===== src/rtl/hba_pkg.sv =====
// hba_pkg: shared definitions for the HBA bus arbiter.
//   - hba_state_e : grant state machine encoding (IDLE, BUSY)
//   - HBA_*_WIDTH : default bus field widths
//   - hba_clog2   : ceil(log2(value)), for sizing parameters
package hba_pkg;

    typedef enum logic {
        IDLE = 1'b0,
        BUSY = 1'b1
    } hba_state_e;

    localparam int HBA_DBUS_WIDTH        = 8;
    localparam int HBA_PERIPH_ADDR_WIDTH = 4;
    localparam int HBA_REG_ADDR_WIDTH    = 8;

    function automatic int hba_clog2(input int value);
        int result;
        int rem;
        result = 0;
        rem    = value - 1;
        while (rem > 0) begin
            result = result + 1;
            rem    = rem >> 1;
        end
        return result;
    endfunction

endpackage


===== src/rtl/hba_rr_picker.sv =====
// hba_rr_picker: combinational round-robin winner selection.
//   req_i    : request vector, bit i = master i
//   last_i   : index of the most recent grant
//   winner_o : first requesting index after last_i, searching cyclically
//   valid_o  : high when any request is present
module hba_rr_picker #(
    parameter int NUM_MASTERS = 2,
    parameter int IDX_W       = 1
) (
    input  logic [NUM_MASTERS-1:0] req_i,
    input  logic [IDX_W-1:0]       last_i,
    output logic [IDX_W-1:0]       winner_o,
    output logic                   valid_o
);

    int               cand;
    logic [IDX_W-1:0] cand_idx;

    // Walk the offsets from farthest to nearest so the nearest requester
    // after last_i is the final assignment and therefore the winner.
    always_comb begin
        winner_o = last_i;
        valid_o  = 1'b0;
        cand     = 0;
        cand_idx = '0;
        for (int k = NUM_MASTERS; k >= 1; k--) begin
            cand = int'(last_i) + k;
            if (cand >= NUM_MASTERS) begin
                cand = cand - NUM_MASTERS;
            end
            cand_idx = IDX_W'(cand);
            if (req_i[cand_idx]) begin
                winner_o = cand_idx;
                valid_o  = 1'b1;
            end
        end
    end

endmodule


===== src/rtl/hba_arbiter.sv =====
// hba_arbiter: round-robin arbiter, bus mux and bus-timeout watchdog.
//   hba_clk, hba_reset      : clock, asynchronous active-low reset
//   master_request          : per-master bus request
//   hba_mgrant              : registered one-hot (or zero) grant
//   master_abus/rnw/select/dbus : packed per-master bus fields
//   hba_abus/rnw/select/dbus    : shared bus, granted master's fields
//   hba_xferack             : OR of slave acks
//   master_xferack          : slave ack OR timeout pulse, to masters
//   hba_timeout             : one-cycle pulse on forced termination
//   dbg_state_o             : grant state machine state, for observation
//
// Handshake: a master holds master_request high for as long as it owns
// the bus; a transfer runs while hba_select is high and completes on the
// cycle master_xferack is high. The grant is released on the edge that
// samples the owner's request low, and at least one idle cycle separates
// any two grants.
module hba_arbiter
    import hba_pkg::*;
#(
    parameter int NUM_MASTERS       = 2,
    parameter int DBUS_WIDTH        = HBA_DBUS_WIDTH,
    parameter int PERIPH_ADDR_WIDTH = HBA_PERIPH_ADDR_WIDTH,
    parameter int REG_ADDR_WIDTH    = HBA_REG_ADDR_WIDTH,
    parameter int ADDR_WIDTH        = PERIPH_ADDR_WIDTH + REG_ADDR_WIDTH,
    parameter int TIMEOUT_CYCLES    = 255
) (
    input  logic                              hba_clk,
    input  logic                              hba_reset,
    input  logic [NUM_MASTERS-1:0]            master_request,
    output logic [NUM_MASTERS-1:0]            hba_mgrant,
    input  logic [NUM_MASTERS*ADDR_WIDTH-1:0] master_abus,
    input  logic [NUM_MASTERS-1:0]            master_rnw,
    input  logic [NUM_MASTERS-1:0]            master_select,
    input  logic [NUM_MASTERS*DBUS_WIDTH-1:0] master_dbus,
    output logic [ADDR_WIDTH-1:0]             hba_abus,
    output logic                              hba_rnw,
    output logic                              hba_select,
    output logic [DBUS_WIDTH-1:0]             hba_dbus,
    input  logic                              hba_xferack,
    output logic                              master_xferack,
    output logic                              hba_timeout,
    output hba_state_e                        dbg_state_o
);

    localparam int IDX_W = (hba_clog2(NUM_MASTERS) < 1) ? 1 : hba_clog2(NUM_MASTERS);
    localparam int CNT_W = hba_clog2(TIMEOUT_CYCLES + 1);

    localparam logic [IDX_W-1:0]       LAST_RESET = IDX_W'(NUM_MASTERS - 1);
    localparam logic [CNT_W-1:0]       CNT_LIMIT  = CNT_W'(TIMEOUT_CYCLES - 1);
    localparam logic [NUM_MASTERS-1:0] ONE_HOT0   = NUM_MASTERS'(1);

    hba_state_e             state_q, state_d;
    logic [NUM_MASTERS-1:0] grant_q, grant_d;
    logic [IDX_W-1:0]       last_q, last_d;
    logic [CNT_W-1:0]       cnt_q, cnt_d;
    logic                   timeout_q, timeout_d;

    logic [IDX_W-1:0]       pick_idx;
    logic                   pick_valid;

    hba_rr_picker #(
        .NUM_MASTERS (NUM_MASTERS),
        .IDX_W       (IDX_W)
    ) u_picker (
        .req_i    (master_request),
        .last_i   (last_q),
        .winner_o (pick_idx),
        .valid_o  (pick_valid)
    );

    // ---------------------------------------------------------------
    // Grant state machine
    // ---------------------------------------------------------------
    always_ff @(posedge hba_clk or negedge hba_reset) begin
        if (!hba_reset) begin
            state_q <= IDLE;
            grant_q <= '0;
            last_q  <= LAST_RESET;
        end else begin
            state_q <= state_d;
            grant_q <= grant_d;
            last_q  <= last_d;
        end
    end

    always_comb begin
        state_d = state_q;
        grant_d = grant_q;
        last_d  = last_q;
        case (state_q)
            IDLE: begin
                if (pick_valid) begin
                    state_d = BUSY;
                    grant_d = ONE_HOT0 << pick_idx;
                    last_d  = pick_idx;
                end
            end
            BUSY: begin
                // Only the owner's request matters; dropping it releases
                // the bus even if its select is still high.
                if ((master_request & grant_q) == '0) begin
                    state_d = IDLE;
                    grant_d = '0;
                end
            end
            default: begin
                state_d = IDLE;
                grant_d = '0;
            end
        endcase
    end

    assign hba_mgrant  = grant_q;
    assign dbg_state_o = state_q;

    // ---------------------------------------------------------------
    // Bus mux: AND-OR of each master's fields with its grant bit, so
    // everything is zero while no grant is held.
    // ---------------------------------------------------------------
    always_comb begin
        hba_abus   = '0;
        hba_rnw    = 1'b0;
        hba_select = 1'b0;
        hba_dbus   = '0;
        for (int i = 0; i < NUM_MASTERS; i++) begin
            hba_abus   = hba_abus   | (master_abus[i*ADDR_WIDTH +: ADDR_WIDTH] & {ADDR_WIDTH{grant_q[i]}});
            hba_rnw    = hba_rnw    | (master_rnw[i]    & grant_q[i]);
            hba_select = hba_select | (master_select[i] & grant_q[i]);
            hba_dbus   = hba_dbus   | (master_dbus[i*DBUS_WIDTH +: DBUS_WIDTH] & {DBUS_WIDTH{grant_q[i]}});
        end
    end

    // ---------------------------------------------------------------
    // Watchdog: counts stalled select cycles. The edge that would bring
    // the count to TIMEOUT_CYCLES raises the pulse and restarts the
    // count instead. A real ack on that cycle takes the clear branch,
    // so no pulse is produced.
    // ---------------------------------------------------------------
    always_ff @(posedge hba_clk or negedge hba_reset) begin
        if (!hba_reset) begin
            cnt_q     <= '0;
            timeout_q <= 1'b0;
        end else begin
            cnt_q     <= cnt_d;
            timeout_q <= timeout_d;
        end
    end

    always_comb begin
        cnt_d     = '0;
        timeout_d = 1'b0;
        if (hba_select && !hba_xferack) begin
            if (cnt_q == CNT_LIMIT) begin
                timeout_d = 1'b1;
            end else begin
                cnt_d = cnt_q + CNT_W'(1);
            end
        end
    end

    assign hba_timeout    = timeout_q;
    assign master_xferack = hba_xferack | timeout_q;

endmodule


===== config.mk =====
export PLATFORM = sky130hd
export DESIGN_NAME = hba_arbiter
export DESIGN_NICKNAME = d
export VERILOG_FILES = /design/src/rtl/hba_pkg.sv /design/src/rtl/hba_rr_picker.sv /design/src/rtl/hba_arbiter.sv
export SDC_FILE = /design/constraint.sdc
export NUM_CORES = 1
export LEC_CHECK = 0
export CAP_MARGIN = 20
export CORE_MARGIN = 2
export CORE_UTILIZATION = 34
export CTS_BUF_LIST = sky130_fd_sc_hd__clkbuf_4
export CTS_CLUSTER_DIAMETER = 30
export DETAILED_ROUTE_END_ITERATION = 16
export PLACE_DENSITY = 0.87
export SYNTH_ARGS = -nofsm -noshare
export SYNTH_HDL_FRONTEND = slang
export SYNTH_SLANG_ARGS = --single-unit

===== constraint.sdc =====
create_clock -name hba_clk -period 4 [get_ports hba_clk]
set_input_delay 0.8 -clock hba_clk [delete_from_list [all_inputs] [get_ports hba_clk]]
set_output_delay 0.8 -clock hba_clk [all_outputs]
set_load 0.01 [all_outputs]

[Word level (Yosys, flattened, before mapping)]
Cells that the tools add are included.
Cells by class
  equal/unequal tests: 3
  muxes and demuxes: 20
  order comparisons: 4
  add/subtract/negate cells: 5
  reductions and logical operators: 5
  bitwise logic cells: 15
  shift operators: 1
Operator list (number)
  12-bit bitwise AND: 2
  8-bit bitwise AND: 2
  8-bit 2-to-1 mux: 2
  1-bit 2-to-1 mux: 14
  12-bit bitwise OR: 1
  8-bit by 1-bit adder with 8-bit output, second input constant: 1
  8-bit == test, second input constant: 1
  8-bit bitwise OR: 1
  1-bit bitwise AND: 4
  1-bit by 2-bit less-than comparator with 1-bit output, second input constant: 2
  2-bit 2-to-1 mux: 2
  2-bit one-hot mux with 2 select lines: 1
  2-bit AND reduction: 2
  1-bit by 2-bit adder with 3-bit output, second input constant: 1
  3-bit by 2-bit greater-or-equal comparator with 1-bit output, second input constant: 1
  1-bit bitwise OR: 3
  1-bit by 1-bit adder with 2-bit output, second input constant: 1
  2-bit bitwise AND: 1
  2-bit greater-or-equal comparator, second input constant: 1
  2-bit logical NOT: 1
  2-bit by 1-bit inequality test with 1-bit output, second input constant: 1
  2-bit inequality test, second input constant: 1
  1-bit one-hot mux with 2 select lines: 1
  1-bit by 1-bit left shift with 2-bit output, first input constant: 1
  4 further kinds: 5
Storage, ports and cells
  register bits after elaboration: 13
  bits of input ports: 49
  word-level logic and storage cells: 58
  output and inout bits: 27

[Depth between registers and ports, before layout]
  depth after elaboration: 10
  depth in mapped cells: 5
  mapped depth without buffers: 5

[By module]
Synthesis repeated with hierarchy kept, for this count alone.
Second synthesis, totals
  cells, all modules: 88
  area, all modules: 820.8 µm²
By module, submodules not included
  hba_arbiter: cells an instance 85, instances 1, area an instance 805.8 µm²
  hba_rr_picker: cells an instance 3, instances 1, area an instance 15.0 µm²

[Worst setup path before layout]
OpenSTA, ideal clock, no wires.
  path type: register to output
  start: reg grant_q[0], in the netlist hba_mgrant[0]
  end: out hba_abus[0]
  arrival: 1.124 ns
  path buffers: 2
  setup slack: 2.076 ns
  data required time: 3.200 ns
  cell stages (with the launch flop): 4
  path through: dfrtp_1 > clkbuf_1 > clkbuf_1 > a22o_1
On the way
  cells in the longest elaborated chain, start to end: 2
RTL lines
  start, declared: line hba_arbiter.sv:53  | logic [NUM_MASTERS-1:0] grant_q, grant_d;
  start signal, assigned: line hba_arbiter.sv:81  | grant_q <= grant_d;
  12-bit bitwise AND: line hba_arbiter.sv:126  | hba_abus = hba_abus | (master_abus[i*ADDR_WIDTH +: ADDR_WIDTH] & {ADDR_WIDTH{grant_q[i]}});
  12-bit bitwise OR: line hba_arbiter.sv:126
  end, declared: line hba_arbiter.sv:35  | output logic [ADDR_WIDTH-1:0] hba_abus,
No other way between the ends.

[Worst setup path after layout]
  start: reg grant_q[0], in the netlist hba_mgrant[0]
  end: out hba_select
On the way
  cells in the longest elaborated chain, start to end: 2
RTL lines
  1-bit bitwise AND: line hba_arbiter.sv:128  | hba_select = hba_select | (master_select[i] & grant_q[i]);
  1-bit bitwise OR: line hba_arbiter.sv:128
  end, declared: line hba_arbiter.sv:37  | output logic hba_select,
No other way between the ends.

==> results.cfg <==
[run_status]
outcome = finished clean

[finish]
n_fill_cell = 187
layout.nets = 217
finalInstanceArea_um2 = 1635
final_core_util = 0.6786
drive_above_1_share = 0.04848
synthToLayoutAreaGrowth_pct = 94.78
antennaDiodeCount = 0

[route]
dr.pass1.iters = 4
vias = 1065
detail-route-antenna-nets = 0
drtIter0Drc = 21
drc_errors = 0
drt-vias-per-instance = 5.462
wl_per_cell_um = 16.35
wirelength_um = 3188

[pwr]
p_sw_frac = 0.3794
clockPowerShare = 0.113
p_int_mw = 0.5142
p_switching_mw = 0.3144
power.share.combinational = 0.594
seq_power_share = 0.293
power.density_nw_per_um2 = 506.7
power_leakage_nw = 0.6660
peakVddDrop_uv = 331.0

[die]
dieArea_um2 = 2883
ios = 76
core_um2 = 2410
rows = 18
chipWidth_um = 53.69
chipHeight_um = 53.69
initial_core_util = 0.3484

[synthesis]
ys_seq_area_frac = 0.3890
ys_ff_latch = 13
syn_avg_cell_area_um2 = 9.126
ys_types = 27
synth_top_area_cell = dfrtp_1
synth_top_area_frac = 0.3577
syn_nets = 143
synth.area.top_cells = dfrtp_1 36%, a22o_1 23%, a21oi_1 4.8%
ys_warn_count = 0
syn_inst = 92
syn_area_um2 = 839.6

[placed_design]
gp_congestion = 0.7870
dp_hpwl_um = 2511
place.port_buffers = 75
placed_cell_area_um2 = 1605

[clock_tree]
clock-sinks = 13
post_cts_resized = 0
h-tree-depth = 1
cts_setup_buffers = 0
clockBufferDepth = 2
clkSlewWorstSetupHoldPaths_ps = 80
cts_made_buffers = 3
holdBufCountCts = 0
cts-root-buf = clkbuf_4
cts_tree = yes
clk_latency_ps = 290

[worst_hold_path]
min_path_type = reg2reg
min_from = dbg_state_o$_DFF_PN0_
holdPathStages = 1

[grt]
grt_max_degree = 28
grt-ovfl-total = 0
grt_antenna_before_repair = 0
grt_pass1_vias = 1129
grt_first_pass_wirelength_um = 4885
grt_use_total = 0.2373

[sta]
fmax_ghz = 0.3527
maxSlewHeadroom = 0.4448
fin_setup_tns_ps = 0
maxSlewViolCount = 0
setup_viol = 0
worst_clock_skew_ps = 1.813
finalHoldViolCount = 0
finalCritPeriodShare = 0.7088
period_minus_slack_ps = 2835
rsz0062_at_grt = false
worst_pin_slew_ps = 832.8

[critical_path]
cp_slowest_cell = dfrtp_1
r2r_cells = 3
required_ps = 3200
worstSetupEndpointType = primary output
cp_cell_sequence = a22o_1, clkdlybuf4s50_1
r2r_start = hba_mgrant[0]$_DFFE_PN0P_
rrSetupSlack_ps = 2370
arrival_ps = 2040
critPathMaxFanout = 27
cp-startpoint = hba_mgrant[0]$_DFFE_PN0P_
critPathKind = reg2out
cp-start-kind = register
critPathMaxStageDelay_ps = 890

[flow_run]
maxCapViolCount = 0
-- metal layers --
| layer | vias up | wire [µm] | global-route usage |
|---|---|---|---|
| li1 | 504 | - | - |
| met1 | 493 | 1163 | 0.2582 |
| met2 | 59 | 1625 | 0.4106 |
| met3 | 9 | 345 | 0.09444 |
| met4 | 0 | 53 | 0.08974 |
| met5 | - | 0 | 0 |
-- critical path, delay by kind of cell (launching register included) --
family / cells / cell delay [ps]
compound gates: 1 / 300
buf+inv: 1 / 540
flops: 1 / 890
-- path summary, 6_finish.rpt --
check / endpoint
max reg2reg: cnt_q[3]$_DFF_PN0_
min: hba_mgrant[1]$_DFFE_PN0P_
min in group asynchronous: cnt_q[5]$_DFF_PN0_
max: hba_select
max in group asynchronous: last_q$_DFFE_PN1P_
min reg2reg: hba_mgrant[1]$_DFFE_PN0P_
-- cell type report --
type	count	area, µm²	share of cell area
well taps	30	37.54	0.02295
repair buffers	75	750.7	0.4591
flip-flops and latches	13	326.6	0.1997
multi-input cells	69	475.5	0.2907
clock buffers	4	30.03	0.01836
inverters	4	15.01	0.009181
-- power by group through the flow --
| stage | logic (mW) | registers [mW] | clock network (mW) |
|---|---|---|---|
| after floorplan | 0.253 | 0.182 | 0 |
| after global placement | 0.483 | 0.241 | 0 |
| after detailed placement | 0.490 | 0.243 | 0 |
| after CTS | 0.497 | 0.240 | 0.0952 |
| after global routing | 0.528 | 0.253 | 0.101 |
| final | 0.492 | 0.243 | 0.0939 |
-- synth_stat cells --
cell       instances
nand4_2            1
clkbuf_1           6
dfstp_2            1
o211ai_1           1
nor2b_1            1
nor3_1             2
nand2_1            6
o21ai_0            4
a41o_1             1
or2_2              1
a21oi_1            8
ha_1               2
a31oi_1            4
xor2_1             1
o22ai_1            1
nor2_1             5
nand4_1            1
a211oi_1           1
xnor2_1            1
o31ai_1            1
inv_1              4
or4_1              1
and3_2             1
nand3_1            2
dfrtp_1           12
a22o_1            22
o2bb2ai_1          1
-- metrics by stage --
step / total power, mW / cells / hold slack (ps) / setup slack (ps)
global placement: 0.7242 / 191 / 518.4 / 1207
CTS: 0.8322 / 195 / 553.1 / 1174
detailed placement: 0.7340 / 191 / 541.0 / 1203
global route: 0.8823 / 195 / 588.2 / 1052
floorplan: 0.4353 / 92 / 504.2 / 2076
finish: 0.8286 / 195 / 554.8 / 1165
-- cell families after synthesis --
family / Yosys count / share of synthesized area
adders and majority gates: 2 / 0.02980
xor gates and xnor gates: 2 / 0.02087
and+or+nand+nor: 21 / 0.1282
buffers and inverters: 10 / 0.04470
AOI/OAI and AO/OA: 44 / 0.3875
DFF: 13 / 0.3890
-- registers in the layout, indices dropped and copies added (netlist names) --
register / flops
cnt_q: 8
hba_mgrant: 2
dbg_state_o: 1
hba_timeout: 1
last_q: 1
-- cells in the final DEF, fill, tap and decap left out, drive strengths merged, types with 2 or more instances in the layout --
master / instances
a21oi: 8
a22o: 22
a31oi: 4
clkbuf: 4
clkdlybuf4s50: 75
dfrtp: 12
ha: 2
inv: 4
nand2: 6
nand3: 2
nand4: 2
nor2: 5
nor3: 2
o21ai: 4
No activity file was read; power rests on OpenSTA's default activity.
==> edit 1, RTL diff (config.mk and constraints unchanged) <==
`NUM_MASTERS` is set to 2 in 2 places; all go to 1.
--- a/src/rtl/hba_rr_picker.sv
+++ b/src/rtl/hba_rr_picker.sv
@@ -4,7 +4,7 @@
 //   winner_o : first requesting index after last_i, searching cyclically
 //   valid_o  : high when any request is present
 module hba_rr_picker #(
-    parameter int NUM_MASTERS = 2,
+    parameter int NUM_MASTERS = 1,
     parameter int IDX_W       = 1
 ) (
     input  logic [NUM_MASTERS-1:0] req_i,
--- a/src/rtl/hba_arbiter.sv
+++ b/src/rtl/hba_arbiter.sv
@@ -17,7 +17,7 @@
 module hba_arbiter
     import hba_pkg::*;
 #(
-    parameter int NUM_MASTERS       = 2,
+    parameter int NUM_MASTERS       = 1,
     parameter int DBUS_WIDTH        = HBA_DBUS_WIDTH,
     parameter int PERIPH_ADDR_WIDTH = HBA_PERIPH_ADDR_WIDTH,
     parameter int REG_ADDR_WIDTH    = HBA_REG_ADDR_WIDTH,
Interface: changed (6 resized); port bits go from 76 to 52. The function was not compared with the original's and may differ.
==> edit 1 against the unedited design <==
- register-to-register slack improved by 0.21 ns
- critical path depth grew 1
- final cell count decreased by 21%
- global-route usage decreased by 6.7 points
- sequential share of layout area increased by 4.0 points
- sequential cell count decreased by 1
- area after synthesis decreased by 17%
- first-iteration DRC count fell by 19%
- routed wire length shrank 40%
- design area shrank 23%
- setup slack better by 0.044 ns
- critical path type is now in -> out
- largest cell class unchanged
Power is not compared: it rests on default switching activity, and its combinational part moved more than twofold at a synthesized area within 25%.
==> edit 1: results <==
metrics = {
    "synthesis": {
        "yosys_warnings": 0,
        "ys_top_cells_by_area": "dfrtp_1 43%, and2_1 20%, ha_1 3.6%",
        "synth_cells": 75,
        "synth_commonest_cells": "22 x and2_1, 12 x dfrtp_1, 4 x a21oi_1, 4 x nor2_1",
        "synth-seq-area-share_pct": 43.24,
        "synth_nets": 103,
    },
    "global_route": {
        "grt_pass1_vias": 707,
        "antenna_found_initial": 0,
        "gr-usage-met2_pct": 25.68,
        "met1_usage_pct": 20.86,
        "use_met3_pct": 5.521,
        "grt_pass1_wl_um": 3187,
        "grt_usage_pct": 17.00,
        "grt_start_max_net_pins": 26,
    },
    "placement": {
        "placed_area_um2": 1227,
        "routabilityCongestion": 0.8798,
        "port_buffers": 51,
    },
    "clock_network": {
        "clk_pin_slew_ns": 0.07,
        "postCtsResizedCells": 0,
        "h-tree-depth": 1,
    },
    "cells_and_area": {
        "final_cells": 154,
        "drive_gt1_share_pct": 4.724,
        "finalNetCount": 156,
    },
    "power": {
        "p_int_mw": 0.2414,
        "power.leakage_nw": 0.5129,
    },
    "worst_setup_path": {
        "crit_path_top_delay_cell": "clkdlybuf4s50_1",
        "critPathTopFamily": "buffers and inverters",
        "crit_path_max_fanout": 2,
        "critPathArrivalTime_ns": 1.99,
        "critPathMaxStageDelay_ns": 0.48,
    },
    "route": {
        "drtIter0Drc": 17,
        "drt_pass1_iterations": 4,
        "vias": 754,
        "wirelength_um": 1925,
    },
    "outcome": {
        "outcome": "completed",
    },
    "timing": {
        "skew_ns": 0.003873,
        "worst-slew-pin-transition_ns": 0.5126,
    },
}
## edit 1: changes by cell type after synthesis, sizes merged, moves of 3 or more
cell / before / now
a22o: 22 / 0
and2: 0 / 22
nand2: 6 / 1
a21oi: 8 / 4
clkbuf: 6 / 3
o21ai: 4 / 1
## edit 1: final timing paths
kind / from / endpoint / slack (ns) / depth (start not counted)
max: hba_xferack / master_xferack / 1.21 / 3
min: last_q / last_q / 0.39 / 0
max reg2reg: hba_mgrant / cnt_q[3] / 2.58 / 3
min reg2reg: last_q / last_q / 0.39 / 0
max in group asynchronous: hba_reset / dbg_state_o / 2.80 / 1
min in group asynchronous: hba_reset / cnt_q[6] / 0.86 / 1
## edit 1: cells by family after synthesis
logic type	Yosys count	synth area share, %
DFF	12	43.24
and+or+nand+nor	38	33.15
xor gates and xnor gates	3	3.784
buffers and inverters	6	3.243
AOI/OAI and AO/OA	14	12.97
adders and majority gates	2	3.603
## edit 1: worst register-to-register path, delay by kind of cell, from the launching register on
kind	cells	cell delay, ns
AOI/OAI and AO/OA	1	0.29
DFF	1	0.65
and+or+nand+nor	2	0.41
## edit 1: layout make-up
cell class                 instances  area, um^2
timing repair buffer              51       510.5
clock inverter                     1       3.754
clock buffer                       3       22.52
sequential                        12       300.3
inverter                           3       11.26
multi-input combinational         57       371.6
tap                               27       33.78
fill                             174       688.2
## edit 1: stage by stage
stage | worst slack (ns) | util (%) | hold slack [ns] | power, mW
after floorplan | 2.094 | - | 0.4294 | 0.1759
after global placement | 1.216 | 63.21 | 0.3669 | 0.2556
after detailed placement | 1.208 | 63.21 | 0.3789 | 0.2593
after CTS | 1.201 | 64.56 | 0.3955 | 0.3367
after global routing | 1.164 | 64.56 | 0.4212 | 0.3553
final | 1.209 | 64.56 | 0.3938 | 0.3327
## edit 1: routing by layer
layer  wire [um]  part of all wire (%)
met5           0                     0
met4          42                   2.2
met2         826                    43
met1         839                    44
met3         216                    11
## edit 1: power groups by stage
stage	clock, mW	combinational [mW]	sequential (mW)
4_1_cts	0.0797	0.122	0.135
6_report	0.0776	0.120	0.135
2_1_floorplan	0	0.0433	0.133
3_3_place_gp	0	0.119	0.137
5_1_grt	0.0887	0.129	0.137
3_5_place_dp	0	0.121	0.138
==> edit 2, RTL diff (same flow settings) <==
Made on the original files. Register the output `dbg_state_o` once more; this adds one clock of latency there. The other outputs are not delayed to match.
--- a/src/rtl/hba_arbiter.sv
+++ b/src/rtl/hba_arbiter.sv
@@ -111,7 +111,9 @@
     end
 
     assign hba_mgrant  = grant_q;
-    assign dbg_state_o = state_q;
+    always_ff @(posedge hba_clk) begin
+        dbg_state_o <= state_q;
+    end
 
     // ---------------------------------------------------------------
     // Bus mux: AND-OR of each master's fields with its grant bit, so
Formal check against the unedited RTL: not equivalent (Yosys sat finds a counterexample within 4 cycles, from zero or initial values and one cycle with hba_reset low).
==> edit 2 against the unedited design <==
- setup slack worse by 0.0013 ns
- routed wire length down 4.5%
- design area up 0.99%
- first-iteration DRC count up 4.8%
- non-clock buffer count unchanged
- area after synthesis up 2.4%
- sequential cell count up 1
- total power up 0.58%
- utilization about the same
- critical endpoint unchanged
==> edit 2: results <==
metrics = {
    "worst_setup_path": {
        "endpoint": "hba_select",
        "timing.rr.end": "cnt_q[5]",
        "critPathArrivalTime_ns": 2.04,
        "crit_path_max_fanout": 27,
        "reg2reg_depth": 3,
        "critPathTopFamily": "flip-flops",
        "r2r_slack_ns": 2.35,
    },
    "outcome": {
        "outcome": "completed",
    },
    "placement": {
        "routabilityCongestion": 0.7818,
        "placed_area_um2": 1625,
        "dp_worst_setup_slack_ns": 1.199,
        "port_buffers": 75,
        "hpwl_um": 2441,
    },
    "cells_and_area": {
        "n_fill_cell": 192,
        "largest_register_ffs": 8,
        "drive_gt1_share_pct": 4.217,
        "fin_area_um2": 1652,
        "diodes": 0,
        "finalNetCount": 218,
        "regMostFlops": "cnt_q",
    },
    "worst_hold_path": {
        "hold_path_class": "reg -> reg",
        "hold_end": "dbg_state_o",
        "hp-start": "state_q",
        "hold_depth": 0,
    },
    "global_route": {
        "grt_start_max_net_pins": 28,
        "grt_usage_pct": 21.90,
        "grt_pass1_wl_um": 4602,
    },
    "route": {
        "drtIter0Drc": 22,
        "wirelength_um": 3045,
        "via_per_inst": 5.418,
        "drt_pass1_iterations": 4,
    },
    "synthesis": {
        "synth_commonest_cells": "22 x a22o_1, 12 x dfrtp_1, 8 x a21oi_1",
        "ys_top_cells_by_area": "dfrtp_1 35%, a22o_1 22%, a21oi_1 4.7%",
        "synthFlopType": "dfrtp_1",
        "synth_nets": 144,
        "yosys_warnings": 0,
        "async_flop_share_pct": 92.86,
        "yosysUniqueCellTypes": 28,
        "synth-seq-area-share_pct": 40.32,
    },
    "timing": {
        "fin_crit_ns": 2.837,
        "skew_ns": 0.001583,
        "maxSlewHeadroom_pct": 45.08,
    },
    "clock_network": {
        "postCtsResizedCells": 0,
        "cts_buffers": 3,
        "clk_pin_slew_ns": 0.08,
        "cts_setup_buffers": 0,
        "clock_path_buffers": 2,
        "clock-root-buffer": "clkbuf_4",
    },
    "power": {
        "max-vdd-ir-drop_uv": 371.3,
        "power.leakage_nw": 0.6714,
    },
}
## edit 2: changes by cell type after synthesis
cell / before / now
dfxtp_1: 0 / 1
## edit 2: routing by layer
layer | track usage (%) | wire, um
met1 | 23.64 | 1070
met2 | 37.55 | 1569
met3 | 9.563 | 360
met4 | 8.333 | 44
met5 | 0 | 0
## edit 2: kinds of logic (layout without fill, tap and decap cells)
logic type | count (synthesis) | count (layout) | share of synthesized area, %
AND/OR/NAND/NOR | 21 | 21 | 12.52
flip-flops | 14 | 14 | 40.32
adder cells (fa/ha/maj) | 2 | 2 | 2.911
AO/OA/AOI/OAI | 44 | 44 | 37.85
XOR/XNOR | 2 | 2 | 2.038
buffers and inverters | 10 | 83 | 4.366
## edit 2: cell type report
type | instances | share of cell area, %
repair buffers | 75 | 45.45
clock buffers | 3 | 1.364
clock inverters | 1 | 0.2273
flip-flops and latches | 14 | 20.98
inverters | 4 | 0.9091
multi-input cells | 69 | 28.79
well taps | 30 | 2.273
## edit 2: where the power goes
part / switching, mW / internal (mW)
sequential: 0.0867 / 0.170
combinational: 0.179 / 0.313
clock: 0.0481 / 0.0364
total: 0.314 / 0.519
## edit 2: stage by stage
| step | std cells | total power, mW | hold WS [ns] |
|---|---|---|---|
| 2_1_floorplan | 93 | 0.4507 | 0.4072 |
| 5_1_grt | 196 | 0.8868 | 0.4729 |
| 3_3_place_gp | 192 | 0.7416 | 0.4284 |
| 3_5_place_dp | 192 | 0.7527 | 0.4346 |
| 4_1_cts | 196 | 0.8386 | 0.4537 |
| 6_report | 196 | 0.8334 | 0.4611 |
